File: src/rtl/vec_strided_lsu.sv
// Strided vector load/store engine.
// Accepts one strided request (base, signed byte stride, element count, SEW)
// and walks the elements one memory transaction at a time. Each element is
// checked for a legal SEW and natural alignment before its access is issued.
// Loaded elements are packed at SEW into a vector-register-wide result bus.

module vec_strided_lsu #(
    parameter int MAX_VL = 32,
    parameter int VREG_W = 256,
    parameter int VLW    = $clog2(MAX_VL + 1)
) (
    input  logic              clk,
    input  logic              reset,
    input  logic              req_valid,
    output logic              req_ready,
    input  logic              req_store,
    input  logic [31:0]       req_base,
    input  logic [31:0]       req_stride,
    input  logic [VLW-1:0]    req_vl,
    input  logic [1:0]        req_sew,
    input  logic [VREG_W-1:0] req_wdata,
    output logic [VREG_W-1:0] rdata,
    output logic              done,
    output logic              err,
    output logic              mem_valid,
    input  logic              mem_ready,
    output logic [31:0]       mem_addr,
    output logic [31:0]       mem_wdata,
    output logic [3:0]        mem_wstrb,
    input  logic [31:0]       mem_rdata
);

    typedef enum logic [1:0] {
        IDLE,
        CHECK,
        ACCESS,
        FIN
    } state_t;

    localparam logic [VLW-1:0] VL_MAX = VLW'(MAX_VL);

    state_t            state;
    logic              store_q;
    logic [31:0]       addr_q;
    logic [31:0]       stride_q;
    logic [VLW-1:0]    vl_q;
    logic [1:0]        sew_q;
    logic [VLW-1:0]    idx_q;
    logic [VREG_W-1:0] wdata_q;

    // Per-element decode derived from the latched SEW and current address.
    logic [31:0]    elem_mask;   // SEW-wide mask in the low bits
    logic [3:0]     elem_strb;   // unshifted byte strobe for one element
    logic           elem_fault;  // reserved SEW or misaligned element
    logic [VLW+4:0] elem_shamt;  // bit offset of element idx_q in the packed bus
    logic [4:0]     lane_shamt;  // bit offset of the element within a memory word
    logic [31:0]    store_elem;
    logic [31:0]    load_elem;
    logic [VREG_W-1:0] load_ins;

    assign req_ready = (state == IDLE);

    // Decode element size, strobe, alignment fault and packed-bus offset.
    always_comb begin
        // NOTE: every signal gets a default first so no path leaves it unassigned (no latch).
        elem_mask  = 32'h0000_0000;
        elem_strb  = 4'b0000;
        elem_fault = 1'b1;
        elem_shamt = '0;
        case (sew_q)
            2'd0: begin
                elem_mask  = 32'h0000_00ff;
                elem_strb  = 4'b0001;
                elem_fault = 1'b0;
                elem_shamt = {2'b00, idx_q, 3'b000};
            end
            2'd1: begin
                elem_mask  = 32'h0000_ffff;
                elem_strb  = 4'b0011;
                elem_fault = addr_q[0];
                elem_shamt = {1'b0, idx_q, 4'b0000};
            end
            2'd2: begin
                elem_mask  = 32'hffff_ffff;
                elem_strb  = 4'b1111;
                elem_fault = |addr_q[1:0];
                elem_shamt = {idx_q, 5'b00000};
            end
            default: begin
                elem_mask  = 32'h0000_0000;
                elem_strb  = 4'b0000;
                elem_fault = 1'b1;
                elem_shamt = '0;
            end
        endcase
    end

    // Lane positioning for the store element and the returned load data.
    // Elements whose packed offset falls beyond VREG_W shift out to zero.
    assign lane_shamt = {addr_q[1:0], 3'b000};
    assign store_elem = 32'(wdata_q >> elem_shamt) & elem_mask;
    assign load_elem  = (mem_rdata >> lane_shamt) & elem_mask;
    assign load_ins   = VREG_W'(load_elem) << elem_shamt;

    // Store data capture; only read after a store has been accepted.
    always_ff @(posedge clk) begin
        // NOTE: this wide datapath register has no reset: it is always written on accept before use.
        if (req_valid && req_ready && req_store) begin
            wdata_q <= req_wdata;
        end
    end

    // Request sequencing: accept, per-element check/issue, wait for ack, finish.
    always_ff @(posedge clk) begin
        // NOTE: sequential state uses non-blocking assignments so every register samples pre-edge values.
        if (reset) begin
            state     <= IDLE;
            store_q   <= 1'b0;
            addr_q    <= 32'h0;
            stride_q  <= 32'h0;
            vl_q      <= '0;
            sew_q     <= 2'd0;
            idx_q     <= '0;
            rdata     <= '0;
            done      <= 1'b0;
            err       <= 1'b0;
            mem_valid <= 1'b0;
            mem_addr  <= 32'h0;
            mem_wdata <= 32'h0;
            mem_wstrb <= 4'b0000;
        end else begin
            done <= 1'b0;
            err  <= 1'b0;
            case (state)
                IDLE: begin
                    if (req_valid) begin
                        store_q  <= req_store;
                        addr_q   <= req_base;
                        stride_q <= req_stride;
                        vl_q     <= (req_vl > VL_MAX) ? VL_MAX : req_vl;
                        sew_q    <= req_sew;
                        idx_q    <= '0;
                        if (!req_store) begin
                            rdata <= '0;
                        end
                        state <= CHECK;
                    end
                end
                CHECK: begin
                    if (elem_fault) begin
                        err   <= 1'b1;
                        done  <= 1'b1;
                        state <= FIN;
                    end else if (idx_q == vl_q) begin
                        done  <= 1'b1;
                        state <= FIN;
                    end else begin
                        mem_valid <= 1'b1;
                        mem_addr  <= {addr_q[31:2], 2'b00};
                        if (store_q) begin
                            mem_wdata <= store_elem << lane_shamt;
                            mem_wstrb <= elem_strb << addr_q[1:0];
                        end else begin
                            mem_wdata <= 32'h0;
                            mem_wstrb <= 4'b0000;
                        end
                        state <= ACCESS;
                    end
                end
                ACCESS: begin
                    if (mem_ready) begin
                        mem_valid <= 1'b0;
                        if (!store_q) begin
                            rdata <= rdata | load_ins;
                        end
                        idx_q  <= idx_q + VLW'(1);
                        addr_q <= addr_q + stride_q;
                        state  <= CHECK;
                    end
                end
                FIN: begin
                    state <= IDLE;
                end
                default: begin
                    state <= IDLE;
                end
            endcase
        end
    end

endmodule

File: config.mk
export PLATFORM = sky130hd
export DESIGN_NAME = vec_strided_lsu
export DESIGN_NICKNAME = d
export VERILOG_FILES = /design/src/rtl/vec_strided_lsu.sv
export SDC_FILE = /design/constraint.sdc
export NUM_CORES = 2
export LEC_CHECK = 0
export ABC_AREA = 1
export CORE_MARGIN = 4
export CORE_UTILIZATION = 48
export DETAILED_ROUTE_END_ITERATION = 7
export GPL_TIMING_DRIVEN = 0
export HOLD_SLACK_MARGIN = 0.06
export PLACE_DENSITY = 0.75
export SETUP_SLACK_MARGIN = 0.1
export SLEW_MARGIN = 40
export SYNTH_ARGS = -nofsm -noshare
export SYNTH_HDL_FRONTEND = slang
export SYNTH_SLANG_ARGS = --single-unit
File: constraint.sdc
create_clock -name clk -period 33.8 [get_ports clk]
set_input_delay 10.14 -clock clk [delete_from_list [all_inputs] [get_ports clk]]
set_output_delay 10.14 -clock clk [all_outputs]
set_load 0.01 [all_outputs]
==> flow_metrics.py <==
metrics = {
    "timing": {
        "rsz0062_at_grt": "no",
        "min_period_over_period": 0.381,
        "max_freq_ghz": 0.0776,
        "setup_viol": 0,
        "relSlewSlack": 0.353,
        "max_slew.worst_pin.slew_ns": 0.970,
        "tns_ns": 0,
        "skew_ns": 0.0312,
        "hold_violations": 0,
        "slew_viol_final": 0,
        "hold_ws_ns": 0.448,
        "fin_crit_ns": 12.88,
    },
    "drt": {
        "wl_per_cell_um": 28.6,
        "drt_iter0_markers": 7759,
        "first_pass_iters": 8,
        "postRouteAntennaNets": 0,
        "drc": 1,
        "via_per_inst": 6.30,
        "drt-total-wl_mm": 196,
        "via_count": 43183,
    },
    "worst_setup_path": {
        "r2r-start": "sew_q[0]",
        "arrival_ns": 13.44,
        "worstPathRequired_ns": 34.36,
        "cpMostUsedCell": "inv_1",
        "reg2reg_to": "mem_wdata[26]",
        "cp_num_cells": 13,
        "critical_path.startpoint": "mem_ready",
        "critPathBufInv": 6,
        "reg2reg_depth": 16,
        "worstPathMaxFanout": 10,
        "critPathCapture": "rdata[171]",
        "crit_path_start_kind": "primary input",
        "critPathKind": "in -> reg",
        "crit_path_top_delay_cell": "clkbuf_1",
        "path_cells": "clkdlybuf4s50_1 > inv_1 > nand2_1 > o2111ai_1 > a21oi_1 > inv_1 > nor2_1 > inv_1 > nor2_2 > clkbuf_1 > clkbuf_1 > nand2_1 > a21oi_1",
        "slowest_delay_ns": 0.58,
        "end_kind": "flop",
        "rrSetupSlack_ns": 29.44,
        "cp_top_family": "buffers and inverters",
    },
    "global_routing": {
        "overflow": 0,
        "antenna_found_initial": 14,
        "grt_usage": 0.471,
        "grt_pass1_wl_mm": 273,
        "grt_pass1_vias": 39998,
        "grt_max_degree": 24,
    },
    "clocking": {
        "insertion_delay_ns": 0.65,
        "cts_sinks": 662,
        "cts_max_path_buffers": 3,
        "root_buffer": "clkbuf_16",
        "holdBufCountCts": 0,
        "cts_setup_buffers": 0,
        "path_clk_slew_ns": 0.06,
        "h-tree-depth": 3,
        "numCtsBuffers": 70,
        "cts_tree": "done",
        "cts_resized": 0,
    },
    "logic_synthesis": {
        "synth_area_leaders": "dfxtp_1 23%, edfxtp_1 21%, nand2_1 14%",
        "avgSynthCellArea_sq_um": 7.13,
        "synth_top_area_frac": 0.226,
        "syn-cell-area_sq_mm": 0.0359,
        "synthArstFlopShare": 0,
        "ys_ff_latch": 662,
        "synth-edff-count": 256,
        "ys_types": 51,
        "synth_top_area_cell": "dfxtp_1",
        "synth_cells": 5036,
        "yosysWarningCount": 0,
        "yosysSeqAreaShare": 0.440,
        "synthFlopType": "dfxtp_1",
    },
    "cells_and_area": {
        "layout_common_cells": "1,385 x nand2_1, 690 x clkdlybuf4s50_1, 616 x nand3_1",
        "final_common_cell": "nand2_1",
        "syn2layout_area_growth_pct": 30.0,
        "layout-drive-gt1-share": 0.0522,
        "nets": 6214,
        "final_util": 0.628,
    },
    "placement": {
        "io_buffer_count": 690,
        "gp_congestion": 1.11,
        "dp_hpwl_mm": 157,
    },
    "worst_hold_path": {
        "worstHoldPathType": "reg -> reg",
    },
    "die": {
        "initial_utilization": 0.483,
        "die_h_um": 282,
        "dieArea_sq_mm": 0.0793,
        "coreArea_sq_mm": 0.0743,
        "ioPinCount": 693,
        "rows": 100,
        "dieWidth_um": 282,
    },
    "pwr": {
        "p_per_area_mw_per_mm2": 51.1,
        "ir_worst_vdd_mv": 0.0468,
        "p_leak_nw": 18.6,
    },
    "run": {
        "max_cap_viol_count": 0,
    },
    "run_status": {
        "status": "finished with violations",
        "failed_checks": "DRC",
    },
}
## stage by stage
stage                     setup WS (ns)  cell area, sq um  instances  power [mW]
after floorplan                   12.07             35900       5037        1.27
after global placement             7.49             44000       6696        1.56
after detailed placement          20.39             44300       6709        1.56
after CTS                         20.96             46600       6835        2.34
after global routing              20.85             46700       6843        2.44
final                             20.92             46700       6850        2.38
## worst register-to-register path, stage by stage (launching register included)
cell      delay (ns)
dfxtp_1         0.36
inv_1           0.09
ha_1            0.27
nand2_1         0.42
nand2_1         0.62
clkbuf_1        0.40
nor2_2          0.57
nand2_1         0.13
nand2_1         0.12
nand2_1         0.05
nand2_1         0.08
nand3_1         0.12
nand3_1         0.43
nand4_1         0.26
nand3_1         0.14
nand2_1         0.10
a21oi_1         0.14
## worst min-delay path by stage
stage	end	cells after the start	startpoint	slack, ns
after floorplan	mem_addr[16]	2	addr_q[16]	0.45
after global placement	rdata[106]	2	rdata[106]	0.44
after detailed placement	rdata[232]	2	rdata[232]	0.44
after CTS	rdata[120]	2	rdata[120]	0.45
after global routing	rdata[110]	2	rdata[110]	0.47
final	rdata[125]	2	rdata[125]	0.45
## state kept, by name, summed over array words and instances (netlist names)
register,flops
mem_wstrb,4
state,2
mem_addr,30
vl_q,6
err,1
mem_valid,1
mem_wdata,32
idx_q,6
sew_q,2
addr_q,32
stride_q,32
done,1
store_q,1
rdata,256
wdata_q,256
## Yosys cell counts, types with 8 or more instances
cell type and count:
o21ai_1 28, o22ai_1 14, a21oi_1 411, nand3_1 616, buf_2 132, dfxtp_1 406
edfxtp_1 256, or2_2 14, buf_1 66, a31oi_1 10, xnor2_1 8, nor2_1 441
clkbuf_1 204, nand4_1 367, ha_1 36, inv_1 292, o211ai_1 22, or2_1 11
nand2_1 1385, nor3_1 12, o21ai_0 191, o21bai_1 14, buf_4 11, o221ai_1 12
## layer usage
metal,track usage,wire length [um]
met1,0.610,73000
met2,0.673,79400
met3,0.179,29400
met5,0.00954,40
met4,0.267,14300
## kinds of logic after synthesis
| family | synth area share |
|---|---|
| compound gates | 0.110 |
| mux | 0.00112 |
| fa+ha+maj | 0.0131 |
| other cells | 0.000104 |
| simple gates | 0.351 |
| xor+xnor | 0.00341 |
| flops | 0.440 |
| buf+inv | 0.0810 |
## final cells by class
type | instances | area [sq um]
antenna | 15 | 37.5
buffer | 415 | 1780
clock buffer | 98 | 1990
clock inverter | 28 | 340
fill | 6532 | 27700
inverter | 301 | 1130
multi-input combinational | 3659 | 17200
sequential | 662 | 15800
tap | 969 | 1210
timing repair buffer | 703 | 7150
## where the power goes
| part | internal [mW] | switching (mW) |
|---|---|---|
| clock network | 0.454 | 0.340 |
| registers | 0.870 | 0.0314 |
| logic | 0.197 | 0.492 |
Power figures use the tool's default switching activity.
